### src/rtl/alu_pkg.sv
// Shared definitions for the alu_seq operation sequencer and its 4-bit ALU datapath.
// Covers opcodes, FSM states, strobe and flag bit positions, and opcode classification helpers.
package alu_pkg;

  localparam int W_DEF = 4;

  localparam logic [2:0] OP_ADD = 3'd0;
  localparam logic [2:0] OP_SUB = 3'd1;
  localparam logic [2:0] OP_AND = 3'd2;
  localparam logic [2:0] OP_MUL = 3'd3;
  localparam logic [2:0] OP_DIV = 3'd4;

  // Bit positions inside res_flags
  localparam int FLAG_SIGN  = 2;
  localparam int FLAG_CARRY = 1;
  localparam int FLAG_ZERO  = 0;

  // Bit positions inside the internal one-hot strobe vector
  localparam int STB_ADD = 0;
  localparam int STB_SUB = 1;
  localparam int STB_AND = 2;
  localparam int STB_MUL = 3;
  localparam int STB_DIV = 4;
  localparam int NSTB    = 5;

  typedef enum logic [2:0] {
    ST_IDLE = 3'd0,
    ST_LOAD = 3'd1,
    ST_EXEC = 3'd2,
    ST_CAPT = 3'd3,
    ST_HOLD = 3'd4
  } state_t;

  function automatic logic op_legal(input logic [2:0] op);
    return (op <= OP_DIV);
  endfunction

  // MUL and DIV iterate over ITER exec cycles; the rest finish in one
  function automatic logic op_iter(input logic [2:0] op);
    return (op == OP_MUL) || (op == OP_DIV);
  endfunction

endpackage

### src/rtl/alu_seq_if.sv
// Operation/result handshake bundle between an upstream issuer, alu_seq, and the result consumer.
interface alu_seq_if import alu_pkg::*; #(parameter int W = W_DEF);

  logic         op_valid;
  logic         op_ready;
  logic [2:0]   op_code;
  logic [W-1:0] op_a;
  logic [W-1:0] op_b;
  logic         res_valid;
  logic         res_ready;
  logic [W-1:0] res_data;
  logic [2:0]   res_flags;
  logic         res_err;

  modport master (
    output op_valid, op_code, op_a, op_b, res_ready,
    input  op_ready, res_valid, res_data, res_flags, res_err
  );

  modport slave (
    input  op_valid, op_code, op_a, op_b, res_ready,
    output op_ready, res_valid, res_data, res_flags, res_err
  );

endinterface

### src/rtl/alu_strobe_dec.sv
// Opcode to one-hot ALU strobe decode, gated by an exec-active qualifier.
module alu_strobe_dec import alu_pkg::*; (
  input  logic [2:0]      op_code,
  input  logic            exec_en,
  output logic [NSTB-1:0] strobe
);

  // One-hot decode; illegal opcodes and idle cycles produce no strobe
  always_comb begin
    strobe = '0;
    if (exec_en) begin
      case (op_code)
        OP_ADD:  strobe[STB_ADD] = 1'b1;
        OP_SUB:  strobe[STB_SUB] = 1'b1;
        OP_AND:  strobe[STB_AND] = 1'b1;
        OP_MUL:  strobe[STB_MUL] = 1'b1;
        OP_DIV:  strobe[STB_DIV] = 1'b1;
        default: strobe = '0;
      endcase
    end else begin
      strobe = '0;
    end
  end

endmodule

### src/rtl/alu_seq.sv
// Sequencer feeding the 4-bit ALU: latches one op, drives strobes for 1 or ITER cycles,
// then holds the captured result and flags until the consumer takes it.
module alu_seq import alu_pkg::*; #(
  parameter int W    = W_DEF,
  parameter int ITER = W_DEF
) (
  input  logic         clk,
  input  logic         clr,
  alu_seq_if.slave     bus,
  output logic [W-1:0] AH_in,
  output logic [W-1:0] BREG_in,
  output logic         alu_add,
  output logic         alu_sub,
  output logic         alu_and,
  output logic         alu_mul,
  output logic         alu_div,
  output logic         al_lsb,
  input  logic [W-1:0] ALU_out,
  input  logic         sign_flag,
  input  logic         carry_flag,
  input  logic         zero_flag
);

  localparam int CW = (ITER > 1) ? $clog2(ITER) : 1;
  localparam logic [CW-1:0] CNT_LAST = CW'(ITER - 1);
  localparam logic [CW-1:0] CNT_ONE  = CW'(1);

  state_t          state_r;
  logic [2:0]      op_code_r;
  logic [CW-1:0]   cnt_r;
  logic [NSTB-1:0] strobe_r;
  logic [NSTB-1:0] strobe_s;
  logic            exec_en_s;
  logic            al_lsb_r;
  logic [W-1:0]    ah_r;
  logic [W-1:0]    breg_r;
  logic            op_ready_r;
  logic            res_valid_r;
  logic [W-1:0]    res_data_r;
  logic [2:0]      res_flags_r;
  logic            res_err_r;

  // Strobes are registered, so the qualifier looks one cycle ahead: high whenever the next state is EXEC
  always_comb begin
    exec_en_s = 1'b0;
    if (state_r == ST_LOAD) begin
      exec_en_s = 1'b1;
    end else if (state_r == ST_EXEC) begin
      exec_en_s = op_iter(op_code_r) && (cnt_r != CNT_LAST);
    end else begin
      exec_en_s = 1'b0;
    end
  end

  alu_strobe_dec u_dec (
    .op_code (op_code_r),
    .exec_en (exec_en_s),
    .strobe  (strobe_s)
  );

  // Sequencer FSM with all outputs registered
  always_ff @(posedge clk) begin
    if (clr) begin
      state_r     <= ST_IDLE;
      op_code_r   <= 3'd0;
      cnt_r       <= '0;
      strobe_r    <= '0;
      al_lsb_r    <= 1'b0;
      ah_r        <= '0;
      breg_r      <= '0;
      op_ready_r  <= 1'b1;
      res_valid_r <= 1'b0;
      res_data_r  <= '0;
      res_flags_r <= 3'd0;
      res_err_r   <= 1'b0;
    end else begin
      strobe_r <= strobe_s;
      al_lsb_r <= (state_r == ST_LOAD) && op_iter(op_code_r);
      case (state_r)
        ST_IDLE: begin
          if (bus.op_valid) begin
            op_code_r  <= bus.op_code;
            ah_r       <= bus.op_a;
            breg_r     <= bus.op_b;
            op_ready_r <= 1'b0;
            if (op_legal(bus.op_code)) begin
              state_r <= ST_LOAD;
            end else begin
              state_r     <= ST_HOLD;
              res_valid_r <= 1'b1;
              res_data_r  <= '0;
              res_flags_r <= 3'd0;
              res_err_r   <= 1'b1;
            end
          end
        end
        ST_LOAD: begin
          cnt_r   <= '0;
          state_r <= ST_EXEC;
        end
        ST_EXEC: begin
          if (op_iter(op_code_r) && (cnt_r != CNT_LAST)) begin
            cnt_r <= cnt_r + CNT_ONE;
          end else begin
            cnt_r   <= '0;
            state_r <= ST_CAPT;
          end
        end
        ST_CAPT: begin
          res_data_r  <= ALU_out;
          res_flags_r <= {sign_flag, carry_flag, zero_flag};
          res_err_r   <= 1'b0;
          res_valid_r <= 1'b1;
          state_r     <= ST_HOLD;
        end
        ST_HOLD: begin
          if (bus.res_ready) begin
            res_valid_r <= 1'b0;
            res_err_r   <= 1'b0;
            op_ready_r  <= 1'b1;
            state_r     <= ST_IDLE;
          end
        end
        default: begin
          state_r     <= ST_IDLE;
          op_ready_r  <= 1'b1;
          res_valid_r <= 1'b0;
          strobe_r    <= '0;
        end
      endcase
    end
  end

  assign AH_in         = ah_r;
  assign BREG_in       = breg_r;
  assign alu_add       = strobe_r[STB_ADD];
  assign alu_sub       = strobe_r[STB_SUB];
  assign alu_and       = strobe_r[STB_AND];
  assign alu_mul       = strobe_r[STB_MUL];
  assign alu_div       = strobe_r[STB_DIV];
  assign al_lsb        = al_lsb_r;
  assign bus.op_ready  = op_ready_r;
  assign bus.res_valid = res_valid_r;
  assign bus.res_data  = res_data_r;
  assign bus.res_flags = res_flags_r;
  assign bus.res_err   = res_err_r;

endmodule

### src/flat_wrapper.sv
// flat-port wrapper written by rule: the top's interface ports become plain ports
module alu_seq_flat import alu_pkg::*;
#(
  parameter int W    = W_DEF,
  parameter int ITER = W_DEF
)
  (clk, clr, AH_in, BREG_in, alu_add, alu_sub, alu_and, alu_mul, alu_div, al_lsb, ALU_out, sign_flag, carry_flag, zero_flag, bus_op_valid, bus_op_code, bus_op_a, bus_op_b, bus_res_ready, bus_op_ready, bus_res_valid, bus_res_data, bus_res_flags, bus_res_err);
  alu_seq_if #(.W(W)) bus_i ();
  input  logic clk;
  input  logic clr;
  output logic [W-1:0] AH_in;
  output logic [W-1:0] BREG_in;
  output logic alu_add;
  output logic alu_sub;
  output logic alu_and;
  output logic alu_mul;
  output logic alu_div;
  output logic al_lsb;
  input  logic [W-1:0] ALU_out;
  input  logic sign_flag;
  input  logic carry_flag;
  input  logic zero_flag;
  input wire logic [$bits(bus_i.op_valid)-1:0] bus_op_valid;
  input wire logic [$bits(bus_i.op_code)-1:0] bus_op_code;
  input wire logic [$bits(bus_i.op_a)-1:0] bus_op_a;
  input wire logic [$bits(bus_i.op_b)-1:0] bus_op_b;
  input wire logic [$bits(bus_i.res_ready)-1:0] bus_res_ready;
  output wire logic [$bits(bus_i.op_ready)-1:0] bus_op_ready;
  output wire logic [$bits(bus_i.res_valid)-1:0] bus_res_valid;
  output wire logic [$bits(bus_i.res_data)-1:0] bus_res_data;
  output wire logic [$bits(bus_i.res_flags)-1:0] bus_res_flags;
  output wire logic [$bits(bus_i.res_err)-1:0] bus_res_err;
  assign bus_i.op_valid = bus_op_valid;
  assign bus_i.op_code = bus_op_code;
  assign bus_i.op_a = bus_op_a;
  assign bus_i.op_b = bus_op_b;
  assign bus_i.res_ready = bus_res_ready;
  assign bus_op_ready = bus_i.op_ready;
  assign bus_res_valid = bus_i.res_valid;
  assign bus_res_data = bus_i.res_data;
  assign bus_res_flags = bus_i.res_flags;
  assign bus_res_err = bus_i.res_err;
  alu_seq #(.W(W), .ITER(ITER)) u_core (.clk(clk), .clr(clr), .bus(bus_i), .AH_in(AH_in), .BREG_in(BREG_in), .alu_add(alu_add), .alu_sub(alu_sub), .alu_and(alu_and), .alu_mul(alu_mul), .alu_div(alu_div), .al_lsb(al_lsb), .ALU_out(ALU_out), .sign_flag(sign_flag), .carry_flag(carry_flag), .zero_flag(zero_flag));
endmodule
### config.mk
export PLATFORM = sky130hd
export DESIGN_NAME = alu_seq_flat
export DESIGN_NICKNAME = d
export VERILOG_FILES = /design/src/rtl/alu_pkg.sv /design/src/rtl/alu_seq_if.sv /design/src/rtl/alu_strobe_dec.sv /design/src/rtl/alu_seq.sv /design/src/flat_wrapper.sv
export SDC_FILE = /design/constraint.sdc
export NUM_CORES = 1
export LEC_CHECK = 0
export BUFFER_PORTS_ARGS = -buffer_cell sky130_fd_sc_hd__buf_2
export CAP_MARGIN = 40
export CORE_MARGIN = 4
export CORE_UTILIZATION = 49
export DETAILED_ROUTE_END_ITERATION = 10
export HOLD_SLACK_MARGIN = 0.02
export PLACE_DENSITY = 0.77
export SYNTH_ARGS = -nofsm -noshare
export SYNTH_HDL_FRONTEND = slang
export SYNTH_HIERARCHICAL = 1
export SYNTH_SLANG_ARGS = --single-unit
### constraint.sdc
create_clock -name clk -period 2.05 [get_ports clk]
set_clock_uncertainty 0.15 [all_clocks]
set_input_delay 0.5125 -clock clk [delete_from_list [all_inputs] [get_ports clk]]
set_output_delay 0.5125 -clock clk [all_outputs]
set_load 0.005 [all_outputs]
* Word level (Yosys, flattened, before mapping)
Cells that the tools add are included.
** Word-level totals
- Input port bits :: 22
- Output and inout port bits :: 24
- Word-level logic and storage cells :: 77
- Bits in registers :: 32
** Operators by class
- Multiplexer cells :: 28
- Bitwise gates (word level) :: 4
- $add $sub $neg :: 1
- Eq/ne operators :: 13
- $lt $le $gt $ge :: 1
- Reductions and logical operators :: 18
** Operators by type and width (count)
- two-way mux 3 bit :: 6
- one-hot mux 3 bit (5 select lines) :: 1
- == test 3 x 2 -> 1 bit, second input constant :: 4
- two-way mux 1 bit :: 12
- != test 2 bit, second input constant :: 5
- AND reduction 3 bit :: 3
- two-way mux 4 bit :: 2
- one-hot mux 4 bit (2 select lines) :: 1
- AND reduction 4 bit :: 2
- == test 3 x 1 -> 1 bit, second input constant :: 2
- == test 3 bit, second input constant :: 2
- logical NOT 3 bit :: 2
- one-hot mux 1 bit (3 select lines) :: 2
- one-hot mux 3 bit (2 select lines) :: 1
- OR reduction 3 bit :: 2
- OR reduction 5 bit :: 1
- NOT 1 bit :: 4
- one-hot mux 1 bit (4 select lines) :: 1
- one-hot mux 2 bit (2 select lines) :: 1
- nonzero test 2 bit :: 2
- less-or-equal comparator 3 bit, second input constant :: 1
- nonzero test 3 bit :: 1
- adder 2 x 1 -> 2 bit, second input constant :: 1
- logical AND 1 bit :: 2
- other kinds (4) :: 4

* Logic depth before layout (Yosys ltp)
- Depth in word-level cells :: 7
- Mapped depth :: 6
- Mapped depth without buffers :: 6

* Hierarchy
Netlist, hierarchy kept.
** By module, submodules not included
- alu_seq :: seq. area each 640.6 sq um, instances 1, area an instance 1362.6 sq um, cells an instance 153
- alu_strobe_dec :: seq. area each 0.0 sq um, instances 1, area an instance 63.8 sq um, cells an instance 5

* Least setup slack after synthesis
Ideal clock, no wire load.
- Path type :: reg2reg
- Start :: register u_core.cnt_r[0]
- End :: register u_core.strobe_r[0]
- Buffers on the path :: 0
- Setup time :: 0.059 ns
- Data arrival time :: 1.573 ns
- Clock period less this slack :: 1.782 ns
- Path slack :: 0.268 ns
- Required time :: 1.841 ns
- Stages on the path, launching flop included :: 7
- Cells stage by stage :: dfxtp_1 > ha_1 > nor4b_1 > o21ai_0 > a21oi_1 > nor4b_2 > and2_1
** On the way
- Word-level cells in the longest chain between the ends :: 6
** RTL lines
- start, declared :: RTL line alu_seq.sv:30 : logic [CW-1:0] cnt_r;
- start signal, assigned :: RTL line alu_seq.sv:103 : cnt_r <= cnt_r + CNT_ONE;
- != test 2 bit :: RTL line alu_seq.sv:49 : exec_en_s = op_iter(op_code_r) && (cnt_r != CNT_LAST);
- logical AND 1 bit :: RTL line alu_seq.sv:49
- two-way mux 1 bit :: RTL line alu_seq.sv:48 : end else if (state_r == ST_EXEC) begin
- two-way mux 1 bit :: RTL line alu_seq.sv:46 : if (state_r == ST_LOAD) begin
- named net u_core.exec_en_s :: RTL line alu_seq.sv:33 : logic exec_en_s;
- NOT 1 bit (no source line)
- OR reduction 3 bit (no source line)
- end signal, assigned :: RTL line alu_seq.sv:77 : strobe_r <= strobe_s;
- end, declared :: RTL line alu_seq.sv:31 : logic [NSTB-1:0] strobe_r;
The timed path passes the listed nets, and every way through them passes these cells.
A chain may end at the register's enable or synchronous reset.

* Worst setup path in the final report
- Start :: register u_core.cnt_r[0]
- End :: register u_core.strobe_r[2]
Same word-level chain as after synthesis.

==> results_dict.tcl <==
set metrics [dict create \
    status "finished clean" \
    mostFrequentLayoutCell "buf_2" \
    syn_area_per_cell_um2 9.03 \
    routedWlPerCell_um 13.6 \
    grt.total_usage_pct 17.9 \
    grt_max_degree 16 \
    area_growth_pct 21.4 \
    rows 19 \
    drt-total-wl_um 3210 \
    arrival_ns 1.96 \
    dp_slack_ns 0.183 \
    ys_types 39 \
    fin_ws_ns 0.209 \
    tns_ns 0 \
    netlist_instances 158 \
    dp_hpwl_um 2400 \
    cts_made_buffers 5 \
    drtIter0Drc 30 \
    routed_via_density 5.52 \
    r2r_setup_slack_ns 0.21 \
    synthesis.area_mm2 0.00143 \
    cts_hold_buf 0 \
    coreArea_mm2 0.00276 \
    end_kind "flop" \
    fin_crit_ns 1.84 \
    antenna_found_initial 0 \
    syn_nets 181 \
    drive_gt1_share_pct 33.3 \
    drv_cap 0 \
    hold_viol 0 \
    reg2reg_to "u_core/strobe_r[2]" \
    postCtsSetupRepairBufs 0 \
    start_util_pct 51.7 \
    reg2reg_from "u_core/cnt_r[0]" \
    slew_headroom_pct 63.9 \
    hold_path_end "u_core/AH_in[1]" \
    ant_nets 0 \
    antennaDiodeCount 0 \
    drcViolationCount 0 \
    final_cell_mix "buf_2, dfxtp_1, nand2_1" \
    min_path_cells 3 \
    timing.fmax_mhz 543 \
    cp_data_required_time_ns 2.16 \
    p_leak_nw 0.794 \
    nets 226 \
    firstDrtPassIters 5 \
    cp_max_fo 5 \
    clk_path_buf_depth 2 \
    grt_pass1_vias 1195 \
    rsz0062_at_grt "false" \
    gp_congestion 0.757 \
    cts_tree "done" \
    fp.dieW_um 62.0 \
    hold_path_class "primary input to flop" \
    clock_latency_ns 0.32 \
    synth-seq-cells 32 \
    period_share_pct 89.8 \
    maxSlewViolCount 0 \
    synth_edf_count 0 \
    synthArstFlopShare_pct 0 \
    criticalPathCategory "flop to flop" \
    ios 46 \
    finalSetupViolations 0 \
    worst_setup_path_start_kind "flop" \
    ir_drop_uv 776 \
    io_buffer_count 45 \
    synth-seq-area-share_pct 44.9 \
    fp.dieH_um 62.0 \
    hp-start "bus_op_a[1]" \
    worst_pin_slew_ns 0.540 \
    dieArea_mm2 0.00384 \
    p_per_area_mw_per_mm2 933 \
    ys_warn_count 6 \
    synth-main-ff-cell "dfxtp_1" \
    cts_max_level 2 \
    cts_root_buffer "clkbuf_4" \
    clkTransAtPathRegs_ns 0.10 \
    clkSinkCount 32 \
    overflow 0 \
    reg2reg_depth 6 \
    grt_pass1_wl_um 5060 \
    num_vias 1298 \
]
==> layout make-up <==
type | count | area (um^2)
clock buffers | 6 | 41.3
multi-input cells | 104 | 679
fillers | 241 | 1030
inverters | 11 | 41.3
repair buffers | 49 | 255
flip-flops and latches | 32 | 641
well taps | 31 | 38.8
clock inverters | 2 | 35.0
==> what timing repair did <==
action,CTS,global route
resized for setup,0,1
endpoints found under the setup margin,0,5
endpoints found under the hold margin,0,0
==> where the power goes <==
part,leakage [nW],switching [mW],internal [mW]
Combinational,0.491,0.203,0.184
Sequential,0.261,0.0829,0.688
Clock,0.0422,0.202,0.256
==> cell families (layout without fill, tap and decap cells) <==
logic type                 after synthesis  count (layout)  share of synthesized area (%)
AOI/OAI and AO/OA                       39              39                           17.8
adders and majority gates                1               1                          0.877
buffers and inverters                   22              68                           7.89
xor gates and xnor gates                 1               1                          0.614
and+or+nand+nor                         63              63                           27.9
DFF                                     32              32                           44.9
==> synthesized netlist by cell type (all sizes together), types with 2 or more instances <==
cell type | n | share of area, %
and2 | 5 | 2.2
nor4b | 4 | 3.3
nor3b | 3 | 1.6
o211a | 2 | 1.4
nand3 | 8 | 2.8
nand2b | 2 | 0.88
nor2 | 3 | 0.79
nor4 | 2 | 1.9
dfxtp | 32 | 45
a21oi | 17 | 6.0
nand2 | 24 | 6.3
buf | 8 | 4.2
inv | 10 | 2.6
and4bb | 4 | 3.5
clkbuf | 3 | 0.79
o32ai | 7 | 4.3
o21ai | 6 | 2.1
==> worst max path at each step <==
stage	startpoint	endpoint	slack, ns	depth (start not counted)
global route	u_core/cnt_r[0]	u_core/strobe_r[0]	0.01	6
detailed placement	u_core/cnt_r[0]	u_core/strobe_r[2]	0.18	6
finish	u_core/cnt_r[0]	u_core/strobe_r[2]	0.21	6
global placement	bus_op_code[0]	u_core/bus.res_valid	0.29	4
floorplan	u_core/cnt_r[0]	u_core/strobe_r[0]	0.27	6
CTS	u_core/cnt_r[0]	u_core/strobe_r[2]	0.15	6
==> registers in the layout, indices dropped and copies added, names as in the netlist, 2 cells and up <==
| name | flops |
|---|---|
| u_core/AH_in | 4 |
| u_core/BREG_in | 4 |
| u_core/bus.res_data | 4 |
| u_core/bus.res_flags | 3 |
| u_core/cnt_r | 2 |
| u_core/op_code_r | 3 |
| u_core/state_r | 3 |
| u_core/strobe_r | 5 |
==> per-layer routing <==
layer | part of all wire (%) | wire length (um) | vias up | GRT usage, %
met1 | 41 | 1320 | 611 | 19.9
met4 | 1.1 | 36 | 0 | 8.18
met3 | 5.7 | 183 | 4 | 5.58
li1 | - | - | 647 | -
met5 | 0 | 0 | - | 0
met2 | 52 | 1660 | 36 | 30.9
==> through the flow <==
step	instance area (um^2)	util [%]	hold WS [ns]	total power, mW	instances
finish	1730	62.8	0.270	1.62	235
global route	1730	62.8	0.267	1.72	235
CTS	1730	62.6	0.250	1.63	235
detailed placement	1650	59.8	0.297	1.17	227
global placement	1650	59.8	0.289	1.15	227
floorplan	1430	-	0.299	1.07	158
==> worst max-delay path: stages, from the launching register on <==
cell	delay, ns
dfxtp_1	0.33
ha_1	0.21
and4bb_2	0.34
o21ai_0	0.09
a21oi_1	0.28
and4bb_2	0.26
and2_1	0.12
No activity file was read; power rests on OpenSTA's default activity.
